<file path="config.mk">
export PLATFORM = sky130hd
export DESIGN_NAME = read_adc_flat
export DESIGN_NICKNAME = d
export VERILOG_FILES = /design/src/rtl/adc_pkg.sv /design/src/rtl/read_adc_if.sv /design/src/rtl/adc_sclk_gen.sv /design/src/rtl/read_adc.sv /design/src/flat_wrapper.sv
export SDC_FILE = /design/constraint.sdc
export NUM_CORES = 1
export LEC_CHECK = 0
export CAP_MARGIN = 40
export CELL_PAD_IN_SITES_DETAIL_PLACEMENT = 2
export CELL_PAD_IN_SITES_GLOBAL_PLACEMENT = 2
export CORE_MARGIN = 2
export CORE_UTILIZATION = 33
export CTS_BUF_LIST = sky130_fd_sc_hd__clkbuf_16
export CTS_CLUSTER_DIAMETER = 200
export DETAILED_ROUTE_END_ITERATION = 10
export PLACE_DENSITY = 0.7
export SETUP_SLACK_MARGIN = 0.3
export SLEW_MARGIN = 20
export SYNTH_ARGS = -nofsm -noshare
export SYNTH_HDL_FRONTEND = slang
export SYNTH_SLANG_ARGS = --single-unit
</file>
<file path="constraint.sdc">
create_clock -name clk -period 3.1 [get_ports clk]
set_input_delay 0.62 -clock clk [delete_from_list [all_inputs] [get_ports clk]]
set_output_delay 0.62 -clock clk [all_outputs]
set_load 0.02 [all_outputs]
</file>
<file path="src/rtl/adc_pkg.sv">
// Shared constants and state encoding for the serial ADC read controller.
package adc_pkg;

  localparam int DATA_W     = 12;
  localparam int LEAD_BITS  = 4;
  localparam int CH_W       = 3;
  localparam int SETUP_CYC  = 2;
  localparam int RELAX_TIME = 36;

  localparam int FRAME_BITS = LEAD_BITS + DATA_W;

  typedef enum logic [1:0] {
    IDLE  = 2'd0,
    SETUP = 2'd1,
    SHIFT = 2'd2,
    RELAX = 2'd3
  } state_t;

endpackage

</file>
<file path="src/rtl/read_adc_if.sv">
// Host-side bundle of read_adc: toggle request/completion, channel select, and held result.
interface read_adc_if;
  import adc_pkg::*;

  logic              start;
  logic [CH_W-1:0]   channel;
  logic              finish;
  logic [DATA_W-1:0] data;

  modport master (
    output start,
    output channel,
    input  finish,
    input  data
  );

  modport slave (
    input  start,
    input  channel,
    output finish,
    output data
  );

endinterface

</file>
<file path="src/rtl/adc_sclk_gen.sv">
// Serial clock generator: two clk per bit (low phase, then high phase) while enabled,
// with the frame bit counter and a flag marking the high phase of the final bit.
module adc_sclk_gen
  import adc_pkg::*;
(
  input  logic clk,
  input  logic rst,
  input  logic en_i,
  output logic sclk_o,
  output logic phase_o,
  output logic last_bit_o
);

  localparam int BIT_W = (FRAME_BITS > 1) ? $clog2(FRAME_BITS) : 1;

  logic             phase_q, phase_d;
  logic             sclk_q, sclk_d;
  logic [BIT_W-1:0] bit_q, bit_d;

  always_ff @(posedge clk or posedge rst) begin
    if (rst) begin
      phase_q <= 1'b0;
      sclk_q  <= 1'b1;
      bit_q   <= '0;
    end else begin
      phase_q <= phase_d;
      sclk_q  <= sclk_d;
      bit_q   <= bit_d;
    end
  end

  always_comb begin
    phase_d = 1'b0;
    sclk_d  = 1'b1;
    bit_d   = '0;
    if (en_i) begin
      // sclk follows the phase: low on phase 0, high on phase 1.
      phase_d = ~phase_q;
      sclk_d  = phase_q;
      bit_d   = phase_q ? bit_q + BIT_W'(1) : bit_q;
    end
  end

  assign sclk_o     = sclk_q;
  assign phase_o    = phase_q;
  assign last_bit_o = en_i & phase_q & (bit_q == BIT_W'(FRAME_BITS - 1));

endmodule

</file>
<file path="src/rtl/read_adc.sv">
// Serial ADC read controller: one framed read per start/finish toggle request,
// channel select shifted out on adc_din, result shifted in from adc_dout and held on data.
module read_adc
  import adc_pkg::*;
(
  input  logic       clk,
  input  logic       rst,
  read_adc_if.slave  host,
  output logic       cs_n,
  output logic       sclk,
  output logic       adc_din,
  input  logic       adc_dout
);

  localparam int WAIT_MAX = (SETUP_CYC > RELAX_TIME) ? SETUP_CYC : RELAX_TIME;
  localparam int CNT_W    = $clog2(WAIT_MAX + 1);

  state_t            state_q, state_d;
  logic [CNT_W-1:0]  cnt_q, cnt_d;
  logic [CH_W-1:0]   ch_sr_q, ch_sr_d;
  logic [DATA_W-1:0] shreg_q, shreg_d;
  logic [DATA_W-1:0] data_q, data_d;
  logic              cs_n_q, cs_n_d;
  logic              din_q, din_d;
  logic              finish_q, finish_d;

  logic shift_en;
  logic phase;
  logic last_bit;
  logic pending;

  assign shift_en = (state_q == SHIFT);
  assign pending  = host.start ^ finish_q;

  adc_sclk_gen u_sclk_gen (
    .clk        (clk),
    .rst        (rst),
    .en_i       (shift_en),
    .sclk_o     (sclk),
    .phase_o    (phase),
    .last_bit_o (last_bit)
  );

  always_ff @(posedge clk or posedge rst) begin
    if (rst) begin
      state_q  <= IDLE;
      cnt_q    <= '0;
      ch_sr_q  <= '0;
      shreg_q  <= '0;
      data_q   <= '0;
      cs_n_q   <= 1'b1;
      din_q    <= 1'b0;
      finish_q <= 1'b0;
    end else begin
      state_q  <= state_d;
      cnt_q    <= cnt_d;
      ch_sr_q  <= ch_sr_d;
      shreg_q  <= shreg_d;
      data_q   <= data_d;
      cs_n_q   <= cs_n_d;
      din_q    <= din_d;
      finish_q <= finish_d;
    end
  end

  always_comb begin
    state_d  = state_q;
    cnt_d    = cnt_q;
    ch_sr_d  = ch_sr_q;
    shreg_d  = shreg_q;
    data_d   = data_q;
    cs_n_d   = cs_n_q;
    din_d    = din_q;
    finish_d = finish_q;

    unique case (state_q)
      IDLE: begin
        cs_n_d = 1'b1;
        din_d  = 1'b0;
        if (pending) begin
          // Channel MSB goes out with cs_n; the rest waits in ch_sr_q, zero-filled behind.
          state_d = SETUP;
          cs_n_d  = 1'b0;
          din_d   = host.channel[CH_W-1];
          ch_sr_d = host.channel << 1;
          cnt_d   = '0;
        end
      end

      SETUP: begin
        if (cnt_q == CNT_W'(SETUP_CYC)) begin
          state_d = SHIFT;
          cnt_d   = '0;
        end else begin
          cnt_d = cnt_q + CNT_W'(1);
        end
      end

      SHIFT: begin
        if (!phase) begin
          din_d   = ch_sr_q[CH_W-1];
          ch_sr_d = ch_sr_q << 1;
        end else begin
          shreg_d = {shreg_q[DATA_W-2:0], adc_dout};
          if (last_bit) begin
            state_d = RELAX;
            cs_n_d  = 1'b1;
            din_d   = 1'b0;
            cnt_d   = '0;
          end
        end
      end

      RELAX: begin
        if (cnt_q == CNT_W'(RELAX_TIME - 1)) begin
          state_d  = IDLE;
          data_d   = shreg_q;
          finish_d = ~finish_q;
          cnt_d    = '0;
        end else begin
          cnt_d = cnt_q + CNT_W'(1);
        end
      end

      default: state_d = IDLE;
    endcase
  end

  assign cs_n        = cs_n_q;
  assign adc_din     = din_q;
  assign host.finish = finish_q;
  assign host.data   = data_q;

endmodule

</file>
<file path="src/flat_wrapper.sv">
// flat-port wrapper written by rule: the top's interface ports become plain ports
module read_adc_flat import adc_pkg::*;
  (clk, rst, cs_n, sclk, adc_din, adc_dout, host_start, host_channel, host_finish, host_data);
  read_adc_if host_i ();
  input  logic clk;
  input  logic rst;
  output logic cs_n;
  output logic sclk;
  output logic adc_din;
  input  logic adc_dout;
  input wire logic [$bits(host_i.start)-1:0] host_start;
  input wire logic [$bits(host_i.channel)-1:0] host_channel;
  output wire logic [$bits(host_i.finish)-1:0] host_finish;
  output wire logic [$bits(host_i.data)-1:0] host_data;
  assign host_i.start = host_start;
  assign host_i.channel = host_channel;
  assign host_finish = host_i.finish;
  assign host_data = host_i.data;
  read_adc u_core (.clk(clk), .rst(rst), .host(host_i), .cs_n(cs_n), .sclk(sclk), .adc_din(adc_din), .adc_dout(adc_dout));
endmodule
</file>
Word level (Yosys, flattened, before mapping) --
Index checks and enable logic that the tools add are counted.
Cells by class: $add $sub $neg 2, equality and inequality tests 13, multiplexer cells 27, bitwise gates (word level) 5, reductions and logical operators 9
Operators by type and width (number):
- $mux W6 | 5
- $pmux W6 S4 | 1
- $mux W2 | 5
- $ne A2 B1 Y1 const B | 5
- $reduce_and A3 Y1 | 3
- $mux W1 | 8
- $mux W4 | 2
- $pmux W2 S4 | 1
- $add A6 B1 Y6 const B | 1
- $eq A6 B2 Y1 const B | 1
- $eq A6 B6 Y1 const B | 1
- $mux W3 | 2
- $pmux W3 S2 | 1
- $reduce_and A2 Y1 | 3
- $reduce_and A5 Y1 | 1
- $add A4 B1 Y4 const B | 1
- $eq A2 B2 Y1 const B | 2
- $eq A4 B4 Y1 const B | 1
- $pmux W1 S2 | 2
- $ne A3 B2 Y1 const B | 1
- $and A1 B1 Y1 | 2
- $eq A2 B1 Y1 const B | 1
- $logic_not A2 Y1 | 1
- $ne A2 B2 Y1 const B | 1
- other kinds (3) | 4
Storage, ports and cells: flip-flop bits (word level) 44, bits of input ports 7

Depth between registers and ports, before layout --
depth in word-level cells 6, gate-level depth with buffers 7, depth with buffers taken out 6

Modules after synthesis --
From an unflattened synthesis, not the netlist that was laid out.
Unflattened totals: cell total of the unflattened synthesis 161, area total of the unflattened synthesis 1983.2 um2
Modules (own cells, without submodules):
- read_adc | instances 1, cells each 136, area each 1700.4 um2, seq. area each 927.1 um2
- adc_sclk_gen | instances 1, cells each 25, area each 282.8 um2, seq. area each 151.4 um2

Least setup slack after synthesis --
Ideal clock, no wire load.
path type reg2reg, from register u_core.state_q[0], to register u_core.state_q[0], setup time 0.125 ns, data arrival time 1.616 ns, required time 2.975 ns, setup slack 1.359 ns, cell stages (with the launch flop) 8, path buffers 2, path through dfrtp_1 > inv_1 > ha_1 > clkbuf_1 > a22o_1 > buf_6 > a21oi_1 > mux2_2
Between the ends: cells in the longest elaborated chain, start to end 5, elaborated cells on any way between the ends 13, those cells by class 8 x eq/ne; 1 x mux; 2 x bitwise; 2 x reduce/logical
Ends and longest elaborated chain:
- from (decl) | RTL line read_adc.sv:18 | state_t state_q, state_d;
- from (signal assigned) | RTL line read_adc.sv:55 | state_q <= state_d;
- $eq A2 B2 Y1 | RTL line read_adc.sv:32, read_adc.sv:76
- $and A1 B1 Y1 (2 in series) | RTL line adc_sclk_gen.sv:46 | assign last_bit_o = en_i & phase_q & (bit_q == BIT_W'(FRAME_BITS - 1));
- $ne A2 B1 Y1 (no line)
- $reduce_and A5 Y1 (no line)
Parallel ways exist; a longest one is shown, timed or not. A chain may end at the register's enable or synchronous reset.

Final worst setup path --
from register u_core.state_q[0], to register u_core.ch_sr_q[2]
Between the ends: cells in the longest elaborated chain, start to end 3, elaborated cells on any way between the ends 7, those cells by class 3 x eq/ne; 1 x mux; 3 x reduce/logical
Ends and longest elaborated chain:
- $eq A2 B2 Y1 / $logic_not A2 Y1 (equally long branches) | RTL line read_adc.sv:76 | unique case (state_q)
- $ne A2 B2 Y1 (no line) (tied with other cells)
- $reduce_and A3 Y1 (no line)
- to (signal assigned) | RTL line read_adc.sv:57 | ch_sr_q <= ch_sr_d;
- to (decl) | RTL line read_adc.sv:20 | logic [CH_W-1:0] ch_sr_q, ch_sr_d;
Parallel ways exist; a longest one is shown, timed or not.

==> impl_metrics.toml <==
[synthesis]
synth_nets = 177
yosys.area_share.adder_pct = 4.408
synth_simple_gate_area_share_pct = 10.89
yosys-top-cells-area = "dfrtp_1 52%, mux2_2 15%, ha_1 4.4%"
avgSynthCellArea_um2 = 12.19
synth-warning-count = 0
yosysTopAreaCellShare_pct = 51.64
yosysMostFrequentCell = "dfrtp_1"
synth_seq_cells = 43
synth_compound_area_share_pct = 7.746
synth_top_family_by_area = "multiplexers"
syn-cell-area_um2 = 1987
synth-edff-count = 0
synthTopCellsByCount = "41 x dfrtp_1, 27 x mux2_2, 13 x nand2_1"
synth_xor_area_share_pct = 3.023
synth.distinct_cells = 44
synthArstFlopShare_pct = 100.0
synth_cells = 163
yosysSeqAreaShare_pct = 54.28
synth_area_leader_cell = "dfrtp_1"
synthMuxAreaShare_pct = 15.81
synth_flop_cell = "dfrtp_1"

[global_route]
grt_pass1_wl_um = 7755
gr-total-overflow = 0
gr-max-usage-layer = "met2"
antenna_found_initial = 0
grt_max_degree = 44
grt_pass1_vias = 1548
grtUsageMet3_pct = 4.176
globalRouteTotalUtil_pct = 15.40
grtUsageMet2_pct = 26.56
grt_util_met1_pct = 18.46

[timing]
worst_pin_slew_ps = 613.2
skew_ps = 5.931
finalMaxSlewViolations = 0
slew_headroom_pct = 59.12
final.min_clock_period_ps = 2104
clock.fmax_mhz = 475.4
hold_violations = 0
setup_viol = 0
fin_setup_tns_ps = 0
fin_crit_sh_pct = 67.86
grt_setup_unrepaired = "no"

[die]
coreArea_um2 = 5886
die_area_um2 = 6658
row_count = 28
io_pins = 23
die_x_um = 81.60
die_h_um = 81.60
initial_utilization_pct = 33.76

[critical_path]
cpPeakStageDelay_ps = 520
cp_max_fo = 17
critPathCaptureType = "register"
arrival_ps = 2250
crit_chain = "inv_1, ha_1, nand2_1, o221ai_1, a21oi_1"
startpoint_type = "register"
cp.required_ps = 3250
worst-setup-path-type = "register to register"
cp_slowest_cell = "nand2_1"
path_buf_inv = 1
critPathTopFamily = "simple AND/OR/NAND/NOR gates"

[hold_path]
hp-class = "register to register"

[cts]
clock_latency_ps = 280
cts-root-buf = "clkbuf_16"
cts_setup_buffers = 0
ctsResizeCount = 0
h-tree-depth = 2
clock_sinks = 43
numCtsBuffers = 5
cts_tree = "done"
cts.clk_slew.worst_paths_ps = 60
clockBufferDepth = 2
cts_hold_buf = 0

[routing]
wl_per_cell_um = 16.68
vias = 1323
first_pass_iters = 2
wl_um = 4354
ant_nets = 0
via_per_inst = 5.069
drt_iter0_drc = 49
drc = 0

[job]
maxCapViolations = 0

[place]
dpl-instance-area_um2 = 2262
io_buffers = 22
hpwlAfterDp_um = 2956
gp_congestion = 0.7695

[layout]
nets = 199
fill_cells = 634
multiInputGateArea_um2 = 832.0
antenna_cells = 0
register_area_um2 = 1079
fin_area_um2 = 2404
syn2layout_area_growth_pct = 20.97
drive_gt1_share_pct = 22.58

[power]
p_per_area_nw_per_um2 = 783.9
irDropWorstVdd_mv = 0.2733
leakage_uw = 0.001117

[status]
status = "completed"
==> state kept, by name, indices dropped and copies added, names as in the netlist <==
register / flops
u_core.host.data: 12
u_core.u_sclk_gen.bit_q: 4
u_core.state_q: 2
u_core.host.finish: 1
u_core.cs_n: 1
u_core.u_sclk_gen.sclk_o: 1
u_core.ch_sr_q: 2
u_core.adc_din: 1
u_core.u_sclk_gen.phase_o: 1
u_core.cnt_q: 6
u_core.shreg_q: 12
==> report_power, final <==
part	internal (uW)	switching [uW]
Clock	294	211
Combinational	272	316
Sequential	681	110
==> routing by layer <==
layer | routed length (um) | vias to the layer above | part of all wire [%]
li1 | - | 618 | -
met1 | 1877 | 677 | 43
met2 | 2291 | 18 | 53
met3 | 109 | 10 | 2.5
met4 | 76 | 0 | 1.7
met5 | 0 | - | 0
==> worst paths after layout <==
path / from / to / slack (ps) / depth (start not counted)
worst max register to register: u_core.state_q[0] / u_core.ch_sr_q[2] / 1000 / 5
max in group asynchronous: rst / u_core.u_sclk_gen.sclk_o / 1920 / 3
worst max-delay path: u_core.state_q[0] / u_core.ch_sr_q[2] / 1000 / 5
worst min-delay path: u_core.host.data[11] / u_core.host.data[11] / 510 / 1
worst min register to register: u_core.host.data[11] / u_core.host.data[11] / 510 / 1
min in group asynchronous: rst / u_core.cnt_q[0] / 780 / 3
==> metrics by stage <==
stage | setup WS, ps | cells | hold WS [ps] | utilization, % | power, uW
detailed placement | 764.7 | 253 | 494.8 | 38.44 | 1391
global placement | 816.9 | 253 | 488.1 | 38.44 | 1340
finish | 996.4 | 261 | 511.2 | 40.84 | 1884
floorplan | 1359 | 163 | 473.6 | - | 1230
global route | 747.6 | 261 | 529.4 | 40.84 | 2030
CTS | 921.7 | 261 | 515.3 | 40.84 | 1924
==> cell type report <==
class,instances,area share [%]
clock buffers,5,5.206
clock inverters,3,0.6767
inverters,8,1.249
multi-input cells,104,34.62
flip-flops and latches,43,44.87
well taps,75,3.904
repair buffers,23,9.474
==> cells by family after synthesis <==
logic type               Yosys count
multiplexers                      28
AND/OR/NAND/NOR                   41
buffers and inverters             16
flip-flops                        43
AO/OA/AOI/OAI                     22
adder cells (fa/ha/maj)            7
XOR/XNOR                           6
==> cells in the final DEF, fill, tap and decap left out, types with 4 or more instances in the layout <==
| master | n |
|---|---|
| nand4_1 | 4 |
| inv_1 | 9 |
| ha_1 | 7 |
| clkdlybuf4s50_1 | 22 |
| dfrtp_1 | 41 |
| and2_1 | 4 |
| nor2_1 | 4 |
| mux2_2 | 27 |
| nand2_1 | 13 |
| clkbuf_16 | 5 |
| o21ai_0 | 4 |
No activity file was read; power rests on OpenSTA's default activity.
